--- config.mk ---
export PLATFORM = sky130hd
export DESIGN_NAME = alu_cmd_encoder
export DESIGN_NICKNAME = d
export VERILOG_FILES = /design/src/rtl/grah8_alu_pkg.sv /design/src/rtl/alu_cmd_encoder_cmd_fifo.sv /design/src/rtl/alu_cmd_encoder.sv
export SDC_FILE = /design/constraint.sdc
export NUM_CORES = 1
export LEC_CHECK = 0
export ABC_AREA = 1
export BUFFER_PORTS_ARGS = -buffer_cell sky130_fd_sc_hd__buf_2
export CAP_MARGIN = 10
export CELL_PAD_IN_SITES_DETAIL_PLACEMENT = 1
export CELL_PAD_IN_SITES_GLOBAL_PLACEMENT = 1
export CORE_UTILIZATION = 45
export DETAILED_ROUTE_END_ITERATION = 6
export GPL_TIMING_DRIVEN = 0
export PLACE_DENSITY = 0.86
export SLEW_MARGIN = 10
export SYNTH_ARGS = -nofsm -noshare
export SYNTH_HDL_FRONTEND = slang
export SYNTH_HIERARCHICAL = 1
export SYNTH_SLANG_ARGS = --single-unit
export TNS_END_PERCENT = 5
--- constraint.sdc ---
create_clock -name clk -period 18.6 [get_ports clk]
set_clock_uncertainty 0.05 [all_clocks]
set_input_delay 5.58 -clock clk [delete_from_list [all_inputs] [get_ports clk]]
set_output_delay 5.58 -clock clk [all_outputs]
set_load 0.02 [all_outputs]
--- src/rtl/grah8_alu_pkg.sv ---
// Shared ALU command definitions for the encoder and decoder sides:
// opcodes, request bit positions and encoder FSM states.
package grah8_alu_pkg;

   typedef logic [3:0] alu_op_t;

   localparam alu_op_t OP_NOP  = 4'd0;
   localparam alu_op_t OP_ADD  = 4'd1;
   localparam alu_op_t OP_SUB  = 4'd2;
   localparam alu_op_t OP_NOT  = 4'd3;
   localparam alu_op_t OP_OR   = 4'd4;
   localparam alu_op_t OP_NOR  = 4'd5;
   localparam alu_op_t OP_XOR  = 4'd6;
   localparam alu_op_t OP_NXOR = 4'd7;
   localparam alu_op_t OP_AND  = 4'd8;
   localparam alu_op_t OP_NAND = 4'd9;
   localparam alu_op_t OP_MUL  = 4'd10;
   localparam alu_op_t OP_DIV  = 4'd11;

   localparam int REQ_ADD  = 0;
   localparam int REQ_SUB  = 1;
   localparam int REQ_NOT  = 2;
   localparam int REQ_OR   = 3;
   localparam int REQ_NOR  = 4;
   localparam int REQ_XOR  = 5;
   localparam int REQ_NXOR = 6;
   localparam int REQ_AND  = 7;
   localparam int REQ_NAND = 8;
   localparam int REQ_MUL  = 9;
   localparam int REQ_DIV  = 10;
   localparam int REQ_W    = 11;

   typedef logic [REQ_W-1:0] alu_req_t;

   typedef enum logic [1:0] {
      ST_IDLE,
      ST_ISSUE,
      ST_STALL
   } enc_state_t;

   // Request bit i maps to opcode i+1; the lowest set bit wins.
   function automatic alu_op_t req_to_op(alu_req_t r);
      alu_op_t op;
      op = OP_NOP;
      for (int i = REQ_W - 1; i >= 0; i--) begin
         if (r[i]) op = alu_op_t'(i + 1);
      end
      return op;
   endfunction

   function automatic logic is_muldiv(alu_op_t op);
      return (op == OP_MUL) || (op == OP_DIV);
   endfunction

endpackage

--- src/rtl/alu_cmd_encoder_cmd_fifo.sv ---
// cmd_fifo: synchronous DEPTH x W FIFO with wrap-bit pointers,
// push/pop/full/empty and occupancy level.
module cmd_fifo #(
   parameter  int DEPTH = 4,
   parameter  int W     = 4,
   localparam int AW    = $clog2(DEPTH),
   localparam int LW    = AW + 1
) (
   input  logic          clk,
   input  logic          rst,
   input  logic          push,
   input  logic [W-1:0]  din,
   input  logic          pop,
   output logic          full,
   output logic          empty,
   output logic [LW-1:0] level,
   output logic [W-1:0]  head
);

   logic [W-1:0]  mem [DEPTH];
   logic [LW-1:0] wptr_q, wptr_d;
   logic [LW-1:0] rptr_q, rptr_d;
   logic          push_ok, pop_ok;

   always_comb begin
      level   = wptr_q - rptr_q;
      empty   = (wptr_q == rptr_q);
      full    = ((wptr_q ^ rptr_q) == {1'b1, {AW{1'b0}}});
      push_ok = push && !full;
      pop_ok  = pop && !empty;
      wptr_d  = wptr_q + LW'(push_ok);
      rptr_d  = rptr_q + LW'(pop_ok);
      head    = mem[rptr_q[AW-1:0]];
   end

   always_ff @(posedge clk) begin
      if (rst) begin
         wptr_q <= '0;
         rptr_q <= '0;
      end else begin
         wptr_q <= wptr_d;
         rptr_q <= rptr_d;
      end
   end

   always_ff @(posedge clk) begin
      if (push_ok) mem[wptr_q[AW-1:0]] <= din;
   end

endmodule

--- src/rtl/alu_cmd_encoder.sv ---
// ALU command encoder: one-hot requests -> queued 4-bit opcodes with mul/div stall.
// Define ALU_CMD_ENCODER_PRIORITY_EN to encode multi-hot requests by lowest set bit.
module alu_cmd_encoder
   import grah8_alu_pkg::*;
#(
   parameter  int DEPTH       = 4,
   parameter  int MULDIV_WAIT = 3,
   localparam int LW          = $clog2(DEPTH) + 1
) (
   input  logic          clk,
   input  logic          rst,
   input  alu_req_t      req,
   input  logic          req_valid,
   output logic          req_ready,
   output logic [7:0]    instruction,
   output logic          instr_valid,
   input  logic          instr_ready,
   output logic          dec_disable,
   output logic          err,
   output logic [LW-1:0] level
);

   localparam int CW = (MULDIV_WAIT > 1) ? $clog2(MULDIV_WAIT + 1) : 1;

   enc_state_t    state_q, state_d;
   logic [CW-1:0] cnt_q, cnt_d;
   logic          err_q, err_d;

   alu_op_t       enc_op;
   alu_op_t       head;
   logic          full, empty;
   logic          accept, push, pop;
   logic [LW-1:0] lvl_nxt;

   cmd_fifo #(
      .DEPTH (DEPTH),
      .W     (4)
   ) u_fifo (
      .clk   (clk),
      .rst   (rst),
      .push  (push),
      .din   (enc_op),
      .pop   (pop),
      .full  (full),
      .empty (empty),
      .level (level),
      .head  (head)
   );

   always_comb begin
`ifdef ALU_CMD_ENCODER_PRIORITY_EN
      enc_op = req_to_op(req);
`else
      enc_op = $onehot(req) ? req_to_op(req) : OP_NOP;
`endif
      req_ready   = !rst && !full;
      accept      = req_valid && req_ready;
      push        = accept && (enc_op != OP_NOP);
      err_d       = accept && (enc_op == OP_NOP);
      instr_valid = (state_q == ST_ISSUE) && !empty;
      pop         = instr_valid && instr_ready;
      lvl_nxt     = level + LW'(push) - LW'(pop);
      instruction = instr_valid ? {4'b0000, head} : 8'h00;
      dec_disable = !instr_valid;
      err         = err_q;
   end

   always_comb begin
      state_d = state_q;
      cnt_d   = cnt_q;
      unique case (state_q)
         ST_IDLE: begin
            if (lvl_nxt != '0) state_d = ST_ISSUE;
         end
         ST_ISSUE: begin
            if (pop && is_muldiv(head) && (MULDIV_WAIT > 0)) begin
               state_d = ST_STALL;
               cnt_d   = CW'(MULDIV_WAIT);
            end else if (lvl_nxt == '0) begin
               state_d = ST_IDLE;
            end
         end
         ST_STALL: begin
            cnt_d = cnt_q - CW'(1);
            // Last stall cycle: resume on whatever will be queued after this edge.
            if (cnt_q == CW'(1)) begin
               state_d = (lvl_nxt != '0) ? ST_ISSUE : ST_IDLE;
            end
         end
         default: state_d = ST_IDLE;
      endcase
   end

   always_ff @(posedge clk) begin
      if (rst) begin
         state_q <= ST_IDLE;
         cnt_q   <= '0;
         err_q   <= 1'b0;
      end else begin
         state_q <= state_d;
         cnt_q   <= cnt_d;
         err_q   <= err_d;
      end
   end

endmodule

==> flow_summary.yaml, run 1 <==
outcome:
  status: "complete, no violations"
setup_path:
  cp.required_ps: 12970
  r2r_cells: 20
  max_stage_delay_ps: 180
  r2r_end: "state_q[0]$_SDFFE_PP0P_"
  r2r_setup_slack_ps: 15420
  path_cells: "buf_2, nor2_1, buf_2"
  critical_path_peak_fanout: 10
  start_kind: "input port"
  arrival_ps: 6060
  path_class: "in2out"
  rr_startpoint: "u_fifo/rptr_q[1]$_SDFF_PP0_"
  crit_top_cell: "buf_2"
  crit_path_end_kind: "output port"
  slowest_stage: "buf_2"
sta:
  setup_viol: 0
  clock.fmax_mhz: 85.5
  fin_tns_setup_ps: 0
  setup_ws_ps: 6910
  rsz0062_at_grt: "false"
  slew_viol_final: 0
  min_period_over_period: 0.629
  fin_crit_ps: 11690
  hold_violations: 0
global_route:
  grt_usage: 0.187
  grt_max_degree: 15
  grt_pass1_vias: 1413
  antenna_found_initial: 0
  grt_pass1_wl_um: 6070
  grt_overflow: 0
yosys:
  ys.warnings.count: 6
  netlist_area_um2: 1860
  netlist_instances: 224
  avgSynthCellArea_um2: 8.31
  synth_cell_types: 30
  yosysSeqAreaShare: 0.376
  ys_ff_latch: 27
final_layout:
  fillers: 500
  final_cell_mix: "inv_1 (55), nand2_1 (41), nor2_1 (28), buf_2 (25), edfxtp_1 (16)"
  diodes: 0
  final_common_cell: "inv_1"
  area_growth_pct: 13.3
  final_util: 0.527
  drive_gt1_frac: 0.203
  final_cells: 306
  finalNetCount: 291
die:
  row_count: 23
  ios: 30
  initial_utilization: 0.465
  core_area_um2: 4000
  die_area_um2: 4400
  die_h_um: 66.3
  die_width_um: 66.3
hold_path:
  whs_path_depth: 2
  hold_start: "cnt_q[1]$_SDFFE_PP0P_"
  hold_end: "cnt_q[1]$_SDFFE_PP0P_"
  hp-class: "reg2reg"
clock_tree:
  cts_root_buffer: "clkbuf_8"
  clock_latency_ps: 280
  clk_pin_slew_ps: 90
  cts_made_buffers: 3
  cts_buffer_depth: 2
  cts.sinks: 27
  cts_hold_buf: 0
  cts-resized-gates: 0
  htree_levels: 1
  cts_setup_buffers: 0
  cts_tree: "yes"
placement:
  place_ws_ps: 6900
  place.gp.congestion: 0.747
  port_buffers: 25
  dp_cells: 302
  post-dp-hpwl_um: 3000
detailed_routing:
  drc: 0
  drtIter0Drc: 33
  via_per_inst: 4.64
  wl_per_cell_um: 11.8
  ant_nets: 0
  dr.pass1.iters: 4
  drt-total-wl_um: 3610
  num_vias: 1419
power:
  powerDensity_nw_per_um2: 68.5
  max-vdd-ir-drop_uv: 30.2
  p_leak_uw: 0.00109
run:
  maxCapViolations: 0
==> synthesized netlist by cell type, drive strengths merged <==
master,instances,area share
or2,1,0.0034
inv,61,0.12
nor2,29,0.062
nand4,1,0.0034
nand2,42,0.086
edfxtp,16,0.26
nand3b,1,0.011
conb,1,0.0020
o31ai,1,0.0040
clkinv,1,0.0020
buf,7,0.034
o211ai,5,0.031
o2111ai,1,0.0047
nor3,1,0.0054
dfxtp,11,0.12
nand3,6,0.022
xnor2,5,0.024
o21ai,5,0.013
fa,9,0.097
a21oi,9,0.024
o221ai,1,0.0047
ha,10,0.067
==> worst max path at each step <==
stage	endpoint	slack [ps]	cells after the start	start
2_1_floorplan	req_ready	7080	1	rst
6_report	req_ready	6910	3	rst
3_5_place_dp	req_ready	6900	3	rst
3_3_place_gp	req_ready	6900	3	rst
5_1_grt	req_ready	6830	3	rst
4_1_cts	req_ready	6900	3	rst
==> routing by layer <==
layer,track usage,vias up,part of all wire
li1,-,732,-
met1,0.217,652,0.46
met2,0.335,29,0.49
met3,0.0207,6,0.027
met4,0.0931,0,0.022
met5,0,-,0
==> metrics by stage <==
stage | cell area, µm² | power [µW] | hold WS, ps
2_1_floorplan | 1870 | 100 | 437
3_3_place_gp | 2060 | 109 | 455
3_5_place_dp | 2060 | 112 | 465
4_1_cts | 2110 | 146 | 488
5_1_grt | 2110 | 155 | 514
6_report | 2110 | 144 | 484
==> final cells by class <==
type	instances	area [µm²]	area share
Tap cell	50	62.6	0.0297
Sequential cell	27	701	0.332
Multi-Input combinational cell	131	876	0.415
Buffer	7	63.8	0.0302
Clock buffer	4	48.8	0.0231
Inverter	62	233	0.110
Timing Repair Buffer	25	125	0.0593
==> registers in the layout (all words and copies together), names as in the netlist <==
register       count
u_fifo/wptr_q      3
err                1
u_fifo/mem        16
u_fifo/rptr_q      3
cnt_q              2
state_q            2
==> report_power, final <==
part / leakage (µW) / total [µW] / internal [µW] / switching (µW)
registers: 0.000212 / 68.7 / 67.1 / 1.60
logic: 0.000855 / 40.8 / 15.2 / 25.6
clock network: 0.0000262 / 34.9 / 16.8 / 18.1
total: 0.00109 / 144 / 99.2 / 45.3
==> critical path: cells and delay by family <==
kind,cells,cell delay (ps)
and+or+nand+nor,1,130
buffers and inverters,2,350
==> cell families after synthesis <==
family / after synthesis / share of synthesized area
AO/OA/AOI/OAI: 22 / 0.0820
XOR/XNOR: 5 / 0.0235
adder cells (fa/ha/maj): 19 / 0.164
buffers and inverters: 69 / 0.159
flip-flops: 27 / 0.376
other: 1 / 0.00201
AND/OR/NAND/NOR: 81 / 0.193
No activity file was read; power rests on OpenSTA's default activity.
==> run 2, diff against run 1 <==
- CORE_UTILIZATION: 45 -> 38
- PLACE_DENSITY: 0.86 -> 0.78
- clock period: 18.6 -> 10.4 ns (I/O delays scaled with it)
==> flow_summary.yaml, run 2 (synthesis gave the netlist of run 1 again) <==
outcome:
  status: "complete, no violations"
setup_path:
  path_class: "in2reg"
  critical_path_peak_fanout: 5
  r2r_setup_slack_ps: 7230
  rr_startpoint: "u_fifo/rptr_q[1]$_SDFF_PP0_"
  crit_buf_inv: 4
  cp_top_family: "adder cells"
  start_kind: "input port"
  max_stage_delay_ps: 520
  crit_path_end_kind: "flop"
  r2r_cells: 20
  cp.required_ps: 10520
  slowest_stage: "fa_1"
  arrival_ps: 8130
  r2r_end: "state_q[0]$_SDFFE_PP0P_"
die:
  row_count: 25
  die_h_um: 72.0
  die_width_um: 72.0
  ios: 30
  core_area_um2: 4720
  initial_utilization: 0.394
  die_area_um2: 5180
global_route:
  antenna_found_initial: 0
  grt_usage: 0.156
  grt_overflow: 0
  grt_pass1_wl_um: 6350
  grt_max_degree: 16
  grt_pass1_vias: 1443
final_layout:
  drive_gt1_frac: 0.203
  final_cell_mix: "inv_1 (55), nand2_1 (41), nor2_1 (28), buf_2 (25), edfxtp_1 (16)"
  area_growth_pct: 14.3
  final_util: 0.451
  final_common_cell: "inv_1"
  fillers: 593
  largest_reg_flops: 16
  diodes: 0
  finalNetCount: 291
detailed_routing:
  wl_per_cell_um: 10.8
  drc: 0
  num_vias: 1424
  dr.pass1.iters: 4
  ant_nets: 0
  drtIter0Drc: 33
  via_per_inst: 4.41
  drt-total-wl_um: 3490
clock_tree:
  cts_tree: "yes"
  cts_buffer_depth: 2
  cts.sinks: 27
  cts-resized-gates: 0
  clk_pin_slew_ps: 100
  cts_made_buffers: 3
  cts_root_buffer: "clkbuf_8"
  clock_latency_ps: 270
  cts_hold_buf: 0
  htree_levels: 1
  cts_setup_buffers: 0
power:
  pwr-share-clk: 0.234
  p_sw_uw: 81.2
  p_seq_frac: 0.481
  power_uw: 255
  p_comb_frac: 0.285
  max-vdd-ir-drop_uv: 46.0
  p_leak_uw: 0.00109
  internal_power_uw: 174
  powerDensity_nw_per_um2: 120
  p_sw_frac: 0.318
sta:
  rsz0062_at_grt: "false"
  clock.fmax_mhz: 125
  setup_ws_ps: 2390
  hold_violations: 0
  fin_tns_setup_ps: 0
  fin_crit_ps: 8010
  slew_viol_final: 0
  setup_viol: 0
  min_period_over_period: 0.770
placement:
  port_buffers: 25
  place_ws_ps: 2060
  post-dp-hpwl_um: 2940
  place.gp.congestion: 0.753
hold_path:
  whs_path_depth: 2
  hold_start: "cnt_q[1]$_SDFFE_PP0P_"
  hp-class: "reg2reg"
  hold_end: "cnt_q[1]$_SDFFE_PP0P_"
run:
  maxCapViolations: 0
run 2: changes by cell type in the layout (fill, tap and decap cells not counted), sizes merged:
cell | previous run | this run
clkinv | 1 | 2
clkbuf | 4 | 3
run 2: routing by layer:
layer | track usage | wire length (µm) | up-vias
met5 | 0 | 0 | -
met4 | 0.0501 | 57 | 0
met3 | 0.0264 | 110 | 7
met2 | 0.279 | 1760 | 23
met1 | 0.193 | 1560 | 664
li1 | - | - | 730
run 2: stage by stage:
| step | hold WS [ps] | area (µm²) | instances |
|---|---|---|---|
| 5_1_grt | 516 | 2130 | 323 |
| 3_5_place_dp | 466 | 2080 | 319 |
| 4_1_cts | 492 | 2130 | 323 |
| 2_1_floorplan | 437 | 1870 | 227 |
| 3_3_place_gp | 455 | 2080 | 319 |
| 6_report | 488 | 2130 | 323 |
run 2: layout make-up:
cell class	count	area [µm²]	area share
well taps	67	83.8	0.0394
multi-input cells	131	876	0.412
flip-flops and latches	27	701	0.329
clock inverters	1	5.00	0.00235
repair buffers	25	125	0.0588
plain buffers	7	63.8	0.0300
inverters	62	233	0.109
clock buffers	3	41.3	0.0194
run 2: power groups by stage:
stage / Sequential [µW] / Clock (µW) / Combinational [µW]
6_report: 123 / 59.8 / 72.7
5_1_grt: 124 / 65.5 / 86.5
4_1_cts: 123 / 61.7 / 74.5
3_5_place_dp: 125 / 0 / 73.6
3_3_place_gp: 125 / 0 / 70.3
2_1_floorplan: 126 / 0 / 53.7
run 2: worst max-delay path by stage:
stage | depth (start not counted) | to | slack (ps) | start
finish | 25 | state_q[0]$_SDFFE_PP0P_ | 2390 | req[0]
global route | 25 | state_q[0]$_SDFFE_PP0P_ | 2080 | req[0]
CTS | 25 | state_q[0]$_SDFFE_PP0P_ | 2350 | req[0]
detailed placement | 25 | state_q[0]$_SDFFE_PP0P_ | 2060 | req[0]
global placement | 25 | state_q[0]$_SDFFE_PP0P_ | 2150 | req[0]
floorplan | 24 | state_q[0]$_SDFFE_PP0P_ | 2650 | req[0]
run 2: worst min-delay path: stages, from the launching register on:
cell and delay, ps:
dfxtp_1 340, o221ai_1 120, inv_1 60
